<file path="src/rtl/neuron_argmax.sv">
// ============================================================================
// Module   : neuron_argmax
// Purpose  : Running-argmax over N_CLASSES serialised neuron scores with a
//            valid/ack result handshake. Optional macro: ARGMAX_RELU_EN.
// Revision : 1.0
// ============================================================================
`default_nettype none

module neuron_argmax #(
    parameter int N_CLASSES = 10,
    parameter int DATA_W    = 26,
    parameter int IDX_W     = 4
) (
    input  logic              clk,
    input  logic              GlobalReset,
    input  logic              In_valid,
    input  logic [DATA_W-1:0] In_data,
    output logic              In_ready,
    output logic              Result_valid,
    input  logic              Result_ack,
    output logic [IDX_W-1:0]  Class_idx,
    output logic [DATA_W-1:0] Max_score,
    output logic [IDX_W-1:0]  Score_cnt
);

    typedef enum logic [0:0] {
        COLLECT = 1'b0,
        DONE    = 1'b1
    } state_t;

    localparam logic [IDX_W-1:0] LAST_IDX = IDX_W'(N_CLASSES - 1);

    state_t              state;
    state_t              state_next;
    logic [IDX_W-1:0]    cnt;
    logic [DATA_W-1:0]   best;
    logic [IDX_W-1:0]    best_idx;

    logic                accept;
    logic                is_last;
    logic                take_score;
    logic [DATA_W-1:0]   score;

`ifdef ARGMAX_RELU_EN
    // Negative scores become zero before both compare and storage.
    assign score = In_data[DATA_W-1] ? '0 : In_data;
`else
    assign score = In_data;
`endif

    assign accept     = In_valid && (state == COLLECT);
    assign is_last    = (cnt == LAST_IDX);
    // Strict greater-than keeps the lowest index on ties.
    assign take_score = (cnt == '0) || ($signed(score) > $signed(best));

    always_comb begin
        state_next   = state;
        In_ready     = 1'b0;
        Result_valid = 1'b0;
        case (state)
            COLLECT: begin
                In_ready = 1'b1;
                if (accept && is_last) begin
                    state_next = DONE;
                end
            end
            DONE: begin
                Result_valid = 1'b1;
                if (Result_ack) begin
                    state_next = COLLECT;
                end
            end
            default: state_next = COLLECT;
        endcase
    end

    always_ff @(posedge clk) begin
        if (GlobalReset) begin
            state <= COLLECT;
        end else begin
            state <= state_next;
        end
    end

    always_ff @(posedge clk) begin
        if (GlobalReset) begin
            cnt      <= '0;
            best     <= '0;
            best_idx <= '0;
        end else if (accept) begin
            cnt <= is_last ? '0 : cnt + 1'b1;
            if (take_score) begin
                best     <= score;
                best_idx <= cnt;
            end
        end
    end

    assign Class_idx = best_idx;
    assign Max_score = best;
    assign Score_cnt = cnt;

endmodule

`default_nettype wire
</file>
<file path="config.mk">
export PLATFORM = sky130hd
export DESIGN_NAME = neuron_argmax
export DESIGN_NICKNAME = d
export VERILOG_FILES = /design/src/rtl/neuron_argmax.sv
export SDC_FILE = /design/constraint.sdc
export NUM_CORES = 1
export LEC_CHECK = 0
export BUFFER_PORTS_ARGS = -buffer_cell sky130_fd_sc_hd__buf_2
export CELL_PAD_IN_SITES_DETAIL_PLACEMENT = 1
export CELL_PAD_IN_SITES_GLOBAL_PLACEMENT = 1
export CORE_ASPECT_RATIO = 1.4
export CORE_MARGIN = 4
export CORE_UTILIZATION = 41
export DETAILED_ROUTE_END_ITERATION = 10
export PLACE_DENSITY_LB_ADDON = 0.05
export SLEW_MARGIN = 20
export SYNTH_ARGS = -nofsm -noshare
export SYNTH_HDL_FRONTEND = slang
export SYNTH_SLANG_ARGS = --single-unit
</file>
<file path="constraint.sdc">
create_clock -name clk -period 3 [get_ports clk]
set_input_delay 0.15 -clock clk [delete_from_list [all_inputs] [get_ports clk]]
set_output_delay 0.15 -clock clk [all_outputs]
set_load 0.02 [all_outputs]
</file>
==> impl_metrics.py, run 1 <==
metrics = {
    "clocking": {
        "root_buffer": "clkbuf_8",
        "hold_buffers": 0,
        "post-cts-setup-buffer-count": 0,
        "cts.htree.levels": 2,
        "cts_tree": "done",
        "path_clk_slew_ps": 70,
        "cts.sinks": 35,
        "clock_latency_ps": 290,
        "cts_buffers": 5,
        "cts_resized": 0,
        "cts_buffer_depth": 2,
    },
    "layout": {
        "layout-drive-gt1-share_pct": 23.4,
        "antennaDiodeCount": 0,
        "fillers": 684,
        "layout.nets": 376,
        "syn_to_final_growth_pct": 19.5,
    },
    "power_and_ir_drop": {
        "comb_power_share_pct": 33.1,
        "vdd_ir_drop_max_mv": 0.298,
        "p_sw_uw": 459,
        "power.leakage_uw": 0.00130,
        "p_int_uw": 868,
        "power_density_nw_per_um2": 485,
        "swShare_pct": 34.6,
        "seq_power_share_pct": 41.5,
        "clockPowerShare_pct": 25.4,
    },
    "setup_path": {
        "arrival_ps": 2660,
        "cp.required_ps": 3170,
        "critPathBufInv": 2,
        "reg2reg_depth": 8,
        "cp-end-kind": "register",
        "critPathKind": "reg -> reg",
        "startpoint_type": "register",
        "path_cells": "inv_1, ha_1, a211oi_1, nor2_1, o41ai_1, a31oi_4, buf_12, mux2i_1",
        "crit_cells": 8,
        "crit_slowest_cell": "o41ai_1",
        "max_stage_delay_ps": 620,
        "cp_top_family": "compound AO/OA/AOI/OAI gates",
        "cp_max_fo": 20,
    },
    "routing": {
        "drtPass1Iterations": 3,
        "wl_per_cell_um": 13.3,
        "drc_errors": 0,
        "vias": 1934,
        "drtIter0Drc": 39,
        "vias_per_cell": 5.00,
        "ant_nets": 0,
        "wl_mm": 5.16,
    },
    "yosys": {
        "syn-instance-count": 257,
        "ys_types": 37,
        "synth-adder-area-share_pct": 14.2,
        "avgSynthCellArea_um2": 8.90,
        "synth-edff-count": 0,
        "synthMuxAreaShare_pct": 13.1,
        "synth_top_area_share_pct": 30.6,
        "yosysTopAreaCell": "dfxtp_1",
        "synth_nets": 313,
        "synthFlopType": "dfxtp_1",
        "synthSimpleGateAreaFrac_pct": 25.3,
        "async_reset_ff_share_pct": 0,
        "synth.area.top_cells": "dfxtp_1 31%, nand2b_1 16%, ha_1 14%, mux2i_1 13%, inv_1 4.8%",
        "yosysSeqAreaShare_pct": 30.6,
        "yosysWarningCount": 0,
        "synth_area_um2": 2290,
        "synth-seq-cells": 35,
        "synth_xor_area_share_pct": 0.766,
        "synth_top_family_by_area": "simple AND/OR/NAND/NOR gates",
        "synth_compound_area_share_pct": 7.82,
    },
    "sta": {
        "final-hold-violation-count": 0,
        "skew_ps": 2.58,
        "rsz0062_at_grt": "no",
        "min_period_ps": 2480,
        "fmax_mhz": 403,
        "fin_tns_setup_ps": 0,
        "slew_violations": 0,
        "finalSetupViolCount": 0,
        "fin_crit_sh_pct": 82.8,
        "worst_pin_slew_ps": 767,
        "holdWs_ps": 132,
        "max_slew_margin_pct": 48.9,
    },
    "grt": {
        "grt_first_pass_wirelength_mm": 8.78,
        "grt_max_degree": 63,
        "grt_antenna_before_repair": 0,
        "grt.overflow.total": 0,
        "grt_pass1_vias": 1991,
        "grtUsageTotal_pct": 15.9,
    },
    "die": {
        "rows": 31,
        "chipHeight_um": 96.4,
        "fp.dieW_um": 71.1,
        "fp.coreArea_um2": 5280,
        "start_util_pct": 43.4,
        "die-area_um2": 6850,
        "ios": 66,
    },
    "placed_design": {
        "port_buffers": 65,
        "post-dp-hpwl_mm": 3.93,
        "place.gp.congestion": 0.694,
    },
    "run": {
        "max_cap_viol_count": 0,
    },
    "min_path": {
        "whs_path_depth": 3,
        "min_path_type": "in -> reg",
    },
    "status": {
        "status": "finished clean",
    },
}
## state kept, by name, indices dropped and copies added (netlist names)
register   count
state          1
Score_cnt      4
Max_score     26
Class_idx      4
## tightest hold or removal path, delay by kind of cell
family                 cells  cell delay, ps
muxes                      1              60
buffers and inverters      1             100
and+or+nand+nor            1              60
## cell usage after synthesis (2+ instances only)
cell and n:
nand2b_1 58, dfxtp_1 35, mux2i_1 30, inv_1 29, ha_1 26, a21oi_1 9
nand2_1 9, nor2_1 9, clkbuf_1 7, nand4_1 5, nand3_1 4, nor2b_1 4
o21ai_0 3, a31oi_1 2, buf_12 2, nor3_1 2, o211a_1 2, o21a_1 2
## power groups by stage
stage                     Combinational [µW]  Sequential, µW  Clock, µW
final                                    439             550        337
after CTS                                449             551        352
after global routing                     497             558        362
after global placement                   439             559          0
after detailed placement                 445             561          0
after floorplan                          273             612          0
## path summary, 6_finish.rpt
check | startpoint | end | slack (ps)
worst min register to register | Class_idx[0] | Class_idx[0] | 460
worst max-delay path | Max_score[7] | Max_score[22] | 520
worst max register to register | Max_score[7] | Max_score[22] | 520
worst min-delay path | In_data[0] | Max_score[0] | 130
## layout make-up
type	instances	area, µm²	area share [%]
Clock buffer	7	76.3	2.79
Clock inverter	1	5.00	0.183
Inverter	29	109	3.98
Multi-Input combinational cell	183	1420	51.8
Sequential cell	35	701	25.6
Tap cell	66	82.6	3.02
Timing Repair Buffer	66	345	12.6
## metal layers
metal  wire (µm)  global-route usage (%)
met3         270                    3.73
met2        2620                    28.6
met5           0                       0
met4         111                    7.68
met1        2160                    17.6
## cell usage in the layout (no fill, tap or decap), drive strengths merged, types with 3 or more instances in the layout
cell and instances:
dfxtp 35, nand3 4, a21oi 9, mux2i 30, inv 29, o21ai 3
nor2 9, nand4 6, clkbuf 7, nand2 9, ha 26, buf 66
nor2b 4, nand2b 58
## kinds of logic (layout without fill, tap and decap cells)
group                    count (synthesis)  count (layout)
AND/OR/NAND/NOR                         98              98
AO/OA/AOI/OAI                           27              27
flip-flops                              35              35
adder cells (fa/ha/maj)                 26              26
multiplexers                            30              30
buffers and inverters                   39             103
XOR/XNOR                                 2               2
## stage by stage
| stage | util (%) | worst slack [ps] | instances | power [µW] | cell area (µm²) |
|---|---|---|---|---|---|
| 5_1_grt | 51.8 | 269 | 387 | 1420 | 2730 |
| 3_3_place_gp | 50.3 | 584 | 379 | 999 | 2650 |
| 6_report | 51.8 | 516 | 387 | 1330 | 2730 |
| 2_1_floorplan | - | 815 | 257 | 885 | 2290 |
| 3_5_place_dp | 50.3 | 466 | 379 | 1010 | 2650 |
| 4_1_cts | 51.8 | 447 | 387 | 1350 | 2730 |
Note: power is estimated with default switching activity, not from simulation.
==> run 2, diff against run 1 <==
--- a/config.mk
+++ b/config.mk
@@ -10,7 +10,7 @@
 export CELL_PAD_IN_SITES_GLOBAL_PLACEMENT = 1
 export CORE_ASPECT_RATIO = 1.4
 export CORE_MARGIN = 4
-export CORE_UTILIZATION = 41
+export CORE_UTILIZATION = 38
 export DETAILED_ROUTE_END_ITERATION = 10
 export PLACE_DENSITY_LB_ADDON = 0.05
 export SLEW_MARGIN = 20
==> constraint.sdc (replaced) <==
create_clock -name clk -period 2.55 [get_ports clk]
set_input_delay 0.1275 -clock clk [delete_from_list [all_inputs] [get_ports clk]]
set_output_delay 0.1275 -clock clk [all_outputs]
set_load 0.02 [all_outputs]
==> run 2 against run 1 <==
Flip-flop and latch count stayed put. Clock skew is 3.1 ps higher. Die area is 7.1% higher. Count of clock-buffer cells in the layout stayed put. Combinational power is 20% higher. Cell count is 1.8% higher. Via count is 2.0% higher. Critical path depth stayed put. Worst setup slack worse by 310 ps. Wire length is 0.85% higher. Non-clock buffer count is 3 higher. Sequential power is 17% higher. Critical endpoint is now Max_score[4]. Largest power group unchanged. Highest routed layer unchanged.
==> impl_metrics.py, run 2 (synthesis results as in run 1) <==
metrics = {
    "status": {
        "status": "finished clean",
    },
    "layout": {
        "layout_common_cells": "65 x buf_2, 58 x nand2b_1, 35 x dfxtp_1",
        "syn_to_final_growth_pct": 20.7,
        "design_area_um2": 2760,
        "layout-drive-gt1-share_pct": 24.1,
        "antennaDiodeCount": 0,
        "fillers": 740,
        "layout.nets": 379,
        "largest_reg_flops": 26,
        "final_common_cell": "buf_2",
    },
    "clocking": {
        "root_buffer": "clkbuf_8",
        "cts.htree.levels": 2,
        "hold_buffers": 0,
        "post-cts-setup-buffer-count": 0,
        "cts_buffers": 5,
        "cts_resized": 0,
        "cts_tree": "done",
        "path_clk_slew_ps": 70,
        "clock_latency_ps": 280,
        "cts.sinks": 35,
        "cts_buffer_depth": 2,
    },
    "setup_path": {
        "startpoint_type": "register",
        "cp.required_ps": 2720,
        "cp_max_fo": 11,
        "cp-end-kind": "register",
        "arrival_ps": 2510,
        "critPathKind": "reg -> reg",
    },
    "sta": {
        "max_slew_margin_pct": 54.7,
        "finalSetupViolCount": 0,
        "min_period_ps": 2350,
        "fin_crit_sh_pct": 92.0,
        "fmax_mhz": 426,
        "fin_tns_setup_ps": 0,
        "skew_ps": 5.71,
        "rsz0062_at_grt": "no",
        "slew_violations": 0,
        "final-hold-violation-count": 0,
        "worst_pin_slew_ps": 671,
    },
    "grt": {
        "grtUsageTotal_pct": 15.2,
        "grt.overflow.total": 0,
        "grt_pass1_vias": 2008,
        "grt_max_degree": 45,
        "grt_antenna_before_repair": 0,
        "grt_first_pass_wirelength_mm": 8.94,
    },
    "power_and_ir_drop": {
        "power_density_nw_per_um2": 565,
        "finalPower_uw": 1560,
        "vdd_ir_drop_max_mv": 0.260,
        "power.leakage_uw": 0.00132,
    },
    "routing": {
        "wl_per_cell_um": 13.2,
        "drtIter0Drc": 51,
        "ant_nets": 0,
        "wl_mm": 5.21,
        "drc_errors": 0,
        "vias_per_cell": 5.01,
        "vias": 1973,
        "drtPass1Iterations": 4,
    },
    "placed_design": {
        "post-dp-hpwl_mm": 4.22,
        "place.gp.congestion": 0.725,
        "placed_cell_area_um2": 2680,
        "port_buffers": 65,
    },
    "die": {
        "chipHeight_um": 99.8,
        "die-area_um2": 7340,
        "fp.coreArea_um2": 5860,
        "rows": 33,
        "ios": 66,
        "start_util_pct": 39.0,
        "fp.dieW_um": 73.6,
    },
    "run": {
        "max_cap_viol_count": 0,
    },
    "min_path": {
        "min_path_type": "in -> reg",
    },
}
## run 2: final timing paths
| kind | from | to | slack, ps | depth (start not counted) |
|---|---|---|---|---|
| setup / recovery | Max_score[7] | Max_score[4] | 200 | 8 |
| setup reg to reg | Max_score[7] | Max_score[4] | 200 | 8 |
| hold / removal | In_data[5] | Max_score[5] | 110 | 3 |
| hold reg to reg | Class_idx[1] | Class_idx[1] | 460 | 2 |
## run 2: routing by layer
metal	GRT usage, %	share of wire [%]	wire [µm]	vias to the layer above
met5	0	0	0	-
met4	4.60	1.1	57	0
met3	3.51	5.3	275	5
met2	27.1	52	2710	43
met1	17.5	42	2170	935
li1	-	-	-	990
## run 2: where the power goes
part           internal, µW  switching, µW
Clock                   192            196
Sequential              602           44.0
Combinational           234            293
## run 2: stage by stage
stage / hold WS [ps] / instances / setup slack [ps] / util, %
floorplan: 283 / 257 / 365 / -
global placement: 406 / 386 / 198 / 45.7
detailed placement: 416 / 386 / 160 / 45.7
CTS: 104 / 394 / 159 / 47.1
global route: 113 / 394 / 15.9 / 47.1
finish: 115 / 394 / 205 / 47.1
## run 2: final cells by class
cell class | instances | area, µm² | share of cell area, %
Multi-Input combinational cell | 183 | 1420 | 51.2
Sequential cell | 35 | 701 | 25.4
Timing Repair Buffer | 69 | 368 | 13.3
Inverter | 29 | 109 | 3.94
Tap cell | 70 | 87.6 | 3.17
Clock buffer | 7 | 76.3 | 2.76
Clock inverter | 1 | 5.00 | 0.181
## run 2: worst max-delay path, stage by stage, from the launching register on
cell and delay, ps:
dfxtp_1 350, inv_1 50, ha_1 280, a211oi_1 230, nor2_1 70, o41ai_1 650, a31oi_4 200, buf_4 260
mux2i_1 140
==> run 3, diff against run 2 <==
--- a/config.mk
+++ b/config.mk
@@ -8,10 +8,11 @@
 export BUFFER_PORTS_ARGS = -buffer_cell sky130_fd_sc_hd__buf_2
 export CELL_PAD_IN_SITES_DETAIL_PLACEMENT = 1
 export CELL_PAD_IN_SITES_GLOBAL_PLACEMENT = 1
-export CORE_ASPECT_RATIO = 1.4
+export CORE_ASPECT_RATIO = 0.75
 export CORE_MARGIN = 4
 export CORE_UTILIZATION = 38
 export DETAILED_ROUTE_END_ITERATION = 10
+export MAX_ROUTING_LAYER = met4
 export PLACE_DENSITY_LB_ADDON = 0.05
 export SLEW_MARGIN = 20
 export SYNTH_ARGS = -nofsm -noshare
==> run 3 against run 2 <==
Worst setup slack improved by 13 ps. Core utilization increased by 0.99 points. Sequential power about the same. Wire length increased by 3.1%. Non-clock buffer count increased by 1. Die area about the same. Register-to-register slack about the same.
==> impl_metrics.py, run 3 (synthesis results as in run 1) <==
metrics = {
    "die": {
        "ios": 66,
        "fp.dieW_um": 97.6,
        "chipHeight_um": 75.2,
        "fp.coreArea_um2": 5830,
        "start_util_pct": 39.3,
        "die-area_um2": 7340,
        "rows": 24,
    },
    "layout": {
        "antennaDiodeCount": 0,
        "final_common_cell": "buf_2",
        "fillers": 716,
        "largest_reg_flops": 26,
        "seqCellArea_um2": 701,
        "multi_input_area_um2": 1430,
        "layout-drive-gt1-share_pct": 24.9,
        "syn_to_final_growth_pct": 22.5,
        "utilization_pct": 48.1,
        "layout_common_cells": "65 x buf_2, 58 x nand2b_1, 35 x dfxtp_1",
        "layout.nets": 380,
    },
    "routing": {
        "wl_per_cell_um": 13.3,
        "drtPass1Iterations": 4,
        "vias": 1941,
        "ant_nets": 0,
        "vias_per_cell": 4.82,
        "drc_errors": 0,
        "drtIter0Drc": 61,
        "wl_mm": 5.37,
    },
    "grt": {
        "grt_pass1_vias": 1968,
        "grt_first_pass_wirelength_mm": 9.05,
        "grt_max_degree": 43,
        "grt.overflow.total": 0,
        "grt_antenna_before_repair": 0,
        "grtUsageTotal_pct": 15.9,
    },
    "clocking": {
        "cts_buffer_depth": 2,
        "clock_latency_ps": 290,
        "cts_tree": "done",
        "cts.htree.levels": 2,
        "root_buffer": "clkbuf_8",
        "path_clk_slew_ps": 70,
        "cts.sinks": 35,
        "cts_buffers": 5,
    },
    "sta": {
        "rsz0062_at_grt": "no",
        "worst_pin_slew_ps": 553,
        "slew_violations": 0,
        "final-hold-violation-count": 0,
        "skew_ps": 4.41,
        "fmax_mhz": 429,
        "min_period_ps": 2330,
        "finalSetupViolCount": 0,
        "fin_crit_sh_pct": 91.5,
        "fin_tns_setup_ps": 0,
        "max_slew_margin_pct": 63.1,
    },
    "power_and_ir_drop": {
        "vdd_ir_drop_max_mv": 0.210,
        "power.leakage_uw": 0.00135,
        "power_density_nw_per_um2": 579,
    },
    "setup_path": {
        "startpoint_type": "register",
        "r2r-start": "Max_score[25]",
        "cp-end-kind": "register",
        "ff2ff_setup_slack_ps": 220,
        "cp_max_fo": 14,
        "critPathKind": "reg -> reg",
        "reg2reg_depth": 9,
        "cp.required_ps": 2720,
        "arrival_ps": 2500,
        "r2r_end": "Max_score[19]",
    },
    "status": {
        "status": "finished clean",
    },
    "placed_design": {
        "post-dp-hpwl_mm": 4.29,
        "port_buffers": 65,
        "place.gp.congestion": 0.743,
    },
    "min_path": {
        "whs_path_depth": 3,
        "hold_end": "Max_score[3]",
        "min_path_type": "in -> reg",
        "hp-start": "In_data[3]",
    },
    "run": {
        "max_cap_viol_count": 0,
    },
}
[run 3: changes by cell type in the layout (fill, tap and decap cells not counted), sizes merged]
cell	change
buf	+1
clkbuf	+1
clkinv	-1
[run 3: timing repair]
item | CTS | global route
gates resized for setup | 0 | 2
buffers inserted | 0 | 0
endpoints found under the setup margin | 0 | 26
hold buffers | 0 | 0
hold endpoints to repair | 0 | 0
[run 3: final cells by class]
cell class,count,share of cell area [%]
Multi-Input combinational cell,183,51.1
Sequential cell,35,25.0
Timing Repair Buffer,70,13.0
Inverter,29,3.89
Clock buffer,8,3.57
Tap cell,78,3.48
[run 3: how the worst max path moves through the flow]
| stage | from | to | slack [ps] |
|---|---|---|---|
| final | Max_score[25] | Max_score[19] | 220 |
| after global routing | Max_score[24] | Max_score[22] | 20 |
| after CTS | Max_score[25] | Max_score[19] | 160 |
| after detailed placement | Max_score[25] | Max_score[19] | 180 |
| after global placement | Max_score[25] | Max_score[15] | 190 |
| after floorplan | Max_score[13] | Max_score[0] | 360 |
[run 3: worst max-delay path: stages (launching register included)]
cell	delay, ps
dfxtp_1	350
inv_1	50
ha_1	340
nand4_2	200
nor4_4	370
a41oi_1	190
o32ai_1	270
a31oi_4	50
buf_4	240
mux2i_1	140
[run 3: per-layer routing]
| layer | vias up | wire length, µm | global-route usage [%] | share of wire (%) |
|---|---|---|---|---|
| li1 | 993 | - | - | - |
| met5 | - | 0 | - | 0 |
| met3 | 7 | 234 | 3.89 | 4.4 |
| met4 | 0 | 78 | 5.53 | 1.5 |
| met2 | 38 | 2420 | 26.0 | 45 |
| met1 | 903 | 2640 | 19.5 | 49 |
[run 3: report_power, final]
group | switching [µW] | internal [µW] | total [µW]
logic | 299 | 228 | 527
registers | 43.2 | 602 | 646
clock network | 203 | 247 | 450
[run 3: per-stage QoR]
stage	power [µW]	setup WS [ps]	hold WS [ps]	area, µm²	std cells
floorplan	1040	365	283	2290	257
global placement	1180	189	406	2690	395
detailed placement	1190	184	414	2690	395
CTS	1650	159	98.9	2790	403
global route	1740	19.6	105	2800	403
finish	1620	217	105	2800	403
